$ cat config.mk
export PLATFORM = sky130hd
export DESIGN_NAME = noc_local_inject_arb
export DESIGN_NICKNAME = d
export VERILOG_FILES = /design/src/rtl/noc_local_inject_arb.sv
export SDC_FILE = /design/constraint.sdc
export NUM_CORES = 1
export LEC_CHECK = 0
export CORE_ASPECT_RATIO = 0.9
export CORE_UTILIZATION = 30
export DETAILED_ROUTE_END_ITERATION = 7
export SLEW_MARGIN = 20
export SYNTH_ARGS = -nofsm -noshare
export SYNTH_HDL_FRONTEND = slang
export SYNTH_SLANG_ARGS = --single-unit
$ cat constraint.sdc
create_clock -name clk_line -period 4.51 [get_ports clk_line]
set_input_delay 0.6765 -clock clk_line [delete_from_list [all_inputs] [get_ports clk_line]]
set_output_delay 0.6765 -clock clk_line [all_outputs]
set_load 0.05 [all_outputs]
$ cat src/rtl/noc_local_inject_arb.sv
// Packet-level round-robin arbiter for the tile NoC local injection port.
// Holds each grant from a packet's first beat to its TLAST and truncates over-length packets.
module noc_local_inject_arb #(
  parameter int NREQ      = 3,
  parameter int BW        = 32,
  parameter int BWB       = 4,
  parameter int MAX_BEATS = 64
) (
  input  logic                     clk_line,
  input  logic                     clk_line_rst_low,
  input  logic [NREQ-1:0]          req_en,
  input  logic [NREQ-1:0]          in_TVALID,
  input  logic [NREQ*BW-1:0]       in_TDATA,
  input  logic [NREQ*BWB-1:0]      in_TKEEP,
  input  logic [NREQ-1:0]          in_TLAST,
  output logic [NREQ-1:0]          in_TREADY,
  output logic                     out_TVALID,
  output logic [BW-1:0]            out_TDATA,
  output logic [BWB-1:0]           out_TKEEP,
  output logic                     out_TLAST,
  input  logic                     out_TREADY,
  input  logic                     err_clr,
  output logic [NREQ-1:0]          err_overlen,
  output logic [$clog2(NREQ)-1:0]  grant_id,
  output logic                     busy,
  output logic [15:0]              pkt_cnt
);

  localparam int GW = $clog2(NREQ);
  localparam int SW = GW + 1;
  localparam int CW = $clog2(MAX_BEATS + 1);

  typedef enum logic [1:0] {IDLE, LOCK, DRAIN} state_t;

  state_t          state_q, state_d;
  logic [CW-1:0]   beat_cnt;
  logic            load;
  logic [NREQ-1:0] cand;
  logic [NREQ-1:0] rot;
  logic [SW-1:0]   sh;
  logic [SW-1:0]   sum;
  logic [GW-1:0]   pick;
  logic            pick_ok;
  logic [NREQ-1:0] gsel;
  logic [BW-1:0]   cur_data;
  logic [BWB-1:0]  cur_keep;
  logic            cur_vld;
  logic            cur_last;
  logic            beat;
  logic            force_last;

  // Valid/ready: a transfer happens on any rising edge where valid and ready are both high;
  // valid, once raised, holds its payload until that edge. in_TREADY never depends on in_TVALID.
  assign load = !out_TVALID || out_TREADY;
  assign cand = in_TVALID & req_en;
  assign busy = (state_q != IDLE);

  // Rotate candidates so bit 0 is the requester after the last grant.
  assign sh  = {1'b0, grant_id} + SW'(1);
  assign rot = NREQ'({cand, cand} >> sh);

  always_comb begin
    pick    = '0;
    pick_ok = 1'b0;
    sum     = '0;
    for (int j = 0; j < NREQ; j++) begin
      if (!pick_ok && rot[j]) begin
        pick_ok = 1'b1;
        sum     = sh + SW'(j);
        if (sum >= SW'(NREQ)) sum = sum - SW'(NREQ);
        pick    = sum[GW-1:0];
      end
    end
  end

  always_comb begin
    gsel     = '0;
    cur_data = '0;
    cur_keep = '0;
    cur_vld  = 1'b0;
    cur_last = 1'b0;
    for (int j = 0; j < NREQ; j++) begin
      if (grant_id == GW'(j)) begin
        gsel[j]  = 1'b1;
        cur_data = in_TDATA[j*BW +: BW];
        cur_keep = in_TKEEP[j*BWB +: BWB];
        cur_vld  = in_TVALID[j];
        cur_last = in_TLAST[j];
      end
    end
  end

  always_comb begin
    state_d    = state_q;
    in_TREADY  = '0;
    beat       = 1'b0;
    force_last = 1'b0;
    case (state_q)
      IDLE: begin
        if (pick_ok) state_d = LOCK;
      end
      LOCK: begin
        in_TREADY = gsel & {NREQ{load}};
        beat      = cur_vld && load;
        if (beat) begin
          if (cur_last) begin
            state_d = IDLE;
          end else if (beat_cnt == CW'(MAX_BEATS - 1)) begin
            force_last = 1'b1;
            state_d    = DRAIN;
          end
        end
      end
      DRAIN: begin
        // Tail of a truncated packet is swallowed, never emitted.
        in_TREADY = gsel;
        if (cur_vld && cur_last) state_d = IDLE;
      end
      default: state_d = IDLE;
    endcase
  end

  always_ff @(posedge clk_line or negedge clk_line_rst_low) begin
    if (!clk_line_rst_low) begin
      state_q     <= IDLE;
      grant_id    <= GW'(NREQ - 1);
      beat_cnt    <= '0;
      out_TVALID  <= 1'b0;
      out_TDATA   <= '0;
      out_TKEEP   <= '0;
      out_TLAST   <= 1'b0;
      err_overlen <= '0;
      pkt_cnt     <= '0;
    end else begin
      state_q <= state_d;
      if (state_q == IDLE && pick_ok) grant_id <= pick;

      if (state_q != IDLE && state_d == IDLE) beat_cnt <= '0;
      else if (beat) beat_cnt <= beat_cnt + CW'(1);

      if (beat) begin
        out_TVALID <= 1'b1;
        out_TDATA  <= cur_data;
        out_TKEEP  <= cur_keep;
        out_TLAST  <= cur_last || force_last;
      end else if (out_TREADY) begin
        out_TVALID <= 1'b0;
      end

      // A new error in the same cycle as a clear survives.
      err_overlen <= (err_clr ? '0 : err_overlen) | (force_last ? gsel : '0);

      if (out_TVALID && out_TREADY && out_TLAST && pkt_cnt != 16'hFFFF)
        pkt_cnt <= pkt_cnt + 16'd1;
    end
  end

endmodule

# Word level (Yosys, flattened, before mapping)

Index checks and enable logic that the tools add are counted.

Output and inout bits: 63
Word-level logic and storage cells: 92
Bits in registers: 68

$add $sub $neg: 8
Eq/ne operators: 6
Bitwise logic cells: 3
Mux-type cells: 42
Reduce and logical (&&, ||, !) cells: 20
Order comparisons: 3
Shifts and indexed selects: 1

Operators by type and width:

| kind                                                                  | count |
|---|---|
| 32-bit 2-to-1 mux                                                     | 3 |
| 2-bit 2-to-1 mux                                                      | 11 |
| 1-bit 2-to-1 mux                                                      | 19 |
| 16-bit by 1-bit adder with 16-bit output, second input constant       | 1 |
| 16-bit inequality test, second input constant                         | 1 |
| 7-bit 2-to-1 mux                                                      | 2 |
| 4-bit 2-to-1 mux                                                      | 3 |
| 3-bit by 2-bit >= comparator with 1-bit output, second input constant | 3 |
| 1-bit logical AND                                                     | 9 |
| 7-bit by 1-bit adder with 7-bit output, second input constant         | 1 |
| 7-bit by 6-bit equality test with 1-bit output, second input constant | 1 |
| 3-bit AND                                                             | 2 |
| 2-bit zero test                                                       | 3 |
| 3-bit 2-to-1 mux                                                      | 2 |
| 2-bit one-hot mux with 3 select lines                                 | 1 |
| 3-bit one-hot mux with 2 select lines                                 | 1 |
| 2-bit nonzero test                                                    | 3 |
| 6-bit by 3-bit >> shifter with 3-bit output                           | 1 |
| 2-bit subtractor, second input constant                               | 3 |
| 2-bit by 1-bit equality test with 1-bit output, second input constant | 2 |
| 2-bit equality test, second input constant                            | 2 |
| 2-bit by 1-bit adder with 3-bit output, second input constant         | 1 |
| 3-bit by 1-bit adder with 3-bit output, second input constant         | 1 |
| 3-bit by 2-bit adder with 3-bit output, second input constant         | 1 |
| 3 further kinds                                                       | 6 |

# Depth between registers and ports, before layout

Word-level depth: 14
Mapped depth: 10
Depth with buffers taken out: 7

# Worst setup path before layout

OpenSTA, ideal clock, no wires.

Path type: flip-flop to output port
Start: register grant_id[0]
End: output in_TREADY[2]
Required time: 3833 ps
Data arrival time: 2319 ps
Buffers on the path: 3
Stages on the path, launching flop included: 7
Slack: 1515 ps
Path through: dfrtp_1 inv_1 ha_1 clkbuf_1 clkbuf_1 clkbuf_1 and2_1

Longest elaborated chain between the ends: 4

RTL lines:

| what                                      | RTL line | text |
|---|---|---|
| from (decl)                               | 24       | `output logic [$clog2(NREQ)-1:0] grant_id,` |
| from (signal assigned)                    | 126      | `grant_id <= GW'(NREQ - 1);` |
| from (signal assigned)                    | 136      | `if (state_q == IDLE && pick_ok) grant_id <= pick;` |
| 2-bit equality test (*)                   | 83       | `if (grant_id == GW'(j)) begin` |
| 1-bit 2-to-1 mux (*)                      | 83       |  |
| 3-bit AND                                 | 103      | `in_TREADY = gsel & {NREQ{load}};` |
| 3-bit one-hot mux with 2 select lines (*) | 98       | `case (state_q)` |
| to (decl)                                 | 16       | `output logic [NREQ-1:0] in_TREADY,` |

Mark *: on every way between the ends. The rest lies on a longest branch, timed or not.

# Worst setup path in the final report

Start: register grant_id[0]
End: output in_TREADY[1]

Longest elaborated chain between the ends: 4

RTL lines:

| what                                               | RTL line |
|---|---|
| 2-bit by 1-bit equality test with 1-bit output (*) | 83 |
| 1-bit 2-to-1 mux (*)                               | 83 |
| 3-bit AND                                          | 103 |
| 3-bit one-hot mux with 2 select lines (*)          | 98 |

Marks and branches as above.

==> qor.csv <==
stage;metric;value;unit
run_status;status;finished clean;
clock_tree;post_cts_buffers;0;
drt;dr.pass1.iters;5;
sta;slew_headroom;52.2;%
drt;drtIter0Drc;248;
drt;wl_per_cell;17.6;µm
sta;max_freq;278;MHz
drt;finalWirelength;13.7;mm
placement;io_buffers;183;
final_layout;final_common_cell;clkdlybuf4s50_1;
floorplanning;die_x;124;µm
drt;via_count;4044;
synthesis;synth-simple-area-share;15.8;%
global_route;antenna_found_initial;0;
clock_tree;ctsHoldBuffers;0;
synthesis;synth_top_area_share;42.0;%
worst_setup_path;crit_type;flop to output port;
sta;post-route-period-util;79.9;%
synthesis;syn_area;0.00399;mm²
global_route;grt_usage;20.3;%
final_layout;multi_input_area;0.00212;mm²
sta;finalSetupViolCount;0;
synthesis;synth_compound_area_share;28.9;%
power;vdd_drop_max;0.000281;V
run;max_cap_violations;0;
global_route;grt_pass1_wl;21.4;mm
synthesis;synth_xor_area_share;3.51;%
sta;rsz0062_at_grt;false;
clock_tree;clk_latency;0.34;ns
synthesis;avgSynthCellArea;9.14;µm²
worst_setup_path;max_stage_delay;0.79;ns
sta;hold_viol_final;0;
drt;ant_nets;0;
final_layout;layout-drive-gt1-share;5.21;%
global_route;grt_overflow;0;
hold_path;hold_class;primary input to async pin;
placement;routabilityCongestion;0.922;
sta;post-route-min-period;3.60;ns
power;p_leak;2.61;nW
synthesis;synth_edf_count;0;
sta;tightest_slew;0.717;ns
floorplanning;coreArea;0.0128;mm²
synthesis;synthArstFlopShare;100;%
clock_tree;cts_num_sinks;68;
placement;dp_slack;1.13;ns
synthesis;synth-seq-area-share;42.7;%
final_layout;seqCellArea;0.00170;mm²
synthesis;yosysTopAreaCell;dfrtp_1;
synthesis;synthFlopType;dfrtp_1;
global_route;busiest_layer;met2;
clock_tree;clk_transition_reported_paths;0.06;ns
clock_tree;cts_max_level;3;
worst_setup_path;startpoint;grant_id[0];
worst_setup_path;required;3.83;ns
clock_tree;cts_root_buf;clkbuf_16;
worst_setup_path;path_delay_family;buffers and inverters;
worst_setup_path;crit_chain;ha_1, buf_4, and2_1, clkdlybuf4s50_1;
sta;setup_tns;0;ns
global_route;met3_usage;4.30;%
final_layout;insertedDiodeCount;0;
worst_setup_path;start_kind;flop;
final_layout;final_cell_mix;clkdlybuf4s50_1, o21ai_0, dfrtp_1;
worst_setup_path;cp_slowest_cell;clkdlybuf4s50_1;
sta;finalMaxSlewViolations;0;
floorplanning;chipHeight;111;µm
worst_setup_path;cp-end-kind;output port;
synthesis;synth_top_family_by_area;compound AO/OA/AOI/OAI gates;
final_layout;stdcell_count;778;
global_route;grt_pass1_vias;4030;
placement;placedCellCount;762;
sta;fin_skew;0.00513;ns
global_route;met1_usage;25.5;%
synthesis;syn_inst;437;
synthesis;ys_ff_latch;68;
worst_setup_path;crit_fanout;31;
clock_tree;cts_max_path_buffers;2;
placement;hpwl;10.4;mm
synthesis;yosys-mux-area-fraction;0.533;%
global_route;grt_start_max_net_pins;55;
floorplanning;rows;39;
power;power.density;633;mW/mm²
global_route;grtUsageMet2;32.9;%
synthesis;synth.area.top_cells;dfrtp_1, o21ai_0, a221o_1;
synthesis;synth_fa_ha_area_share;4.07;%
final_layout;final_util;49.0;%
synthesis;ys_warn_count;0;
clock_tree;numCtsBuffers;9;
floorplanning;start_util;31.1;%
floorplanning;ios;184;
worst_setup_path;cp_num_cells;4;
worst_setup_path;r2r_cells;7;
final_layout;fill_cells;1205;
floorplanning;die_area;0.0138;mm²
worst_setup_path;r2r_start;grant_id[0];
clock_tree;post_cts_resized;0;
drt;avgViaCountPerCell;5.20;
drt;drc;0;
sta;worst_slack;0.908;ns
clock_tree;cts_tree;done;
worst_setup_path;cp.buffers_inverters;2;
final_layout;synthToLayoutAreaGrowth;57.4;%
worst_setup_path;cp_data_arrival_time;2.93;ns
power;p_total;0.00398;W
synthesis;post_synth_num_cell_types;50;
final_layout;nNetsFinal;743;
synthesis;synth_nets;571;
[layer usage]
layer,part of all wire (%),wire [µm]
met1,43,5910
met5,0,0
met3,4.7,651
met4,4.0,543
met2,48,6620
[registers in the layout, summed over array words and instances (netlist names)]
| signal | cells |
|---|---|
| out_TLAST | 1 |
| out_TDATA | 32 |
| grant_id | 2 |
| err_overlen | 3 |
| out_TVALID | 1 |
| beat_cnt | 7 |
| state_q | 2 |
| pkt_cnt | 16 |
| out_TKEEP | 4 |
[kinds of logic after synthesis]
| kind of cell | after synthesis |
|---|---|
| AO/OA/AOI/OAI | 167 |
| AND/OR/NAND/NOR | 126 |
| flip-flops | 68 |
| buffers and inverters | 45 |
| XOR/XNOR | 16 |
| adder cells (fa/ha/maj) | 13 |
| multiplexers | 2 |
[synth_stat cells, types with 2 or more instances]
library cell / number
and3_1: 10
and2_1: 9
nor4_1: 4
nand4_1: 3
o31a_1: 2
o21ai_0: 82
nand3_1: 14
and4_1: 8
xnor2_1: 11
xor2_1: 5
a21o_1: 5
a22o_1: 2
inv_1: 16
nor3_1: 4
nand2_1: 51
dfrtp_1: 67
a221o_1: 36
ha_1: 13
nand2b_1: 4
nor2b_1: 2
nor2_1: 12
or2_2: 2
a211oi_1: 3
a31oi_1: 7
a21boi_0: 2
buf_2: 8
clkbuf_1: 19
o22ai_1: 8
a21oi_1: 7
[metrics by stage]
| stage | hold WS [ns] | area (µm²) |
|---|---|---|
| 6_report | 0.392 | 6280 |
| 5_1_grt | 0.449 | 6280 |
| 4_1_cts | 0.405 | 6280 |
| 3_5_place_dp | 0.469 | 5960 |
| 3_3_place_gp | 0.462 | 5960 |
| 2_1_floorplan | 0.381 | 3990 |
[report_power, final]
| group | internal (W) | switching, W | leakage (nW) |
|---|---|---|---|
| clock network | 0.000486 | 0.000277 | 0.156 |
| registers | 0.000785 | 0.000129 | 0.896 |
| logic | 0.000833 | 0.00147 | 1.55 |
[worst register-to-register path, delay by kind of cell, from the launching register on]
family          cells  cell delay [ns]
compound gates      3             0.86
buf+inv             2             0.71
flops               1             0.61
fa+ha+maj           1             0.47
simple gates        1             0.36
[worst paths after layout]
kind                                   to  slack [ns]
max                          in_TREADY[1]        0.91
max reg2reg                 out_TDATA[14]        1.36
max in group asynchronous  err_overlen[2]        3.14
min reg2reg                 out_TDATA[13]        0.47
min in group clk_line       out_TDATA[13]        0.47
min                         out_TDATA[16]        0.39
[cell type report]
class                           instances  area share [%]
Tap cell                              164            3.27
Timing Repair Buffer                  189            29.8
Sequential cell                        68            27.1
Multi-Input combinational cell        324            33.7
Clock inverter                          7            1.57
Inverter                               17            1.02
Clock buffer                            9            3.58
No activity file was read; power rests on OpenSTA's default activity.
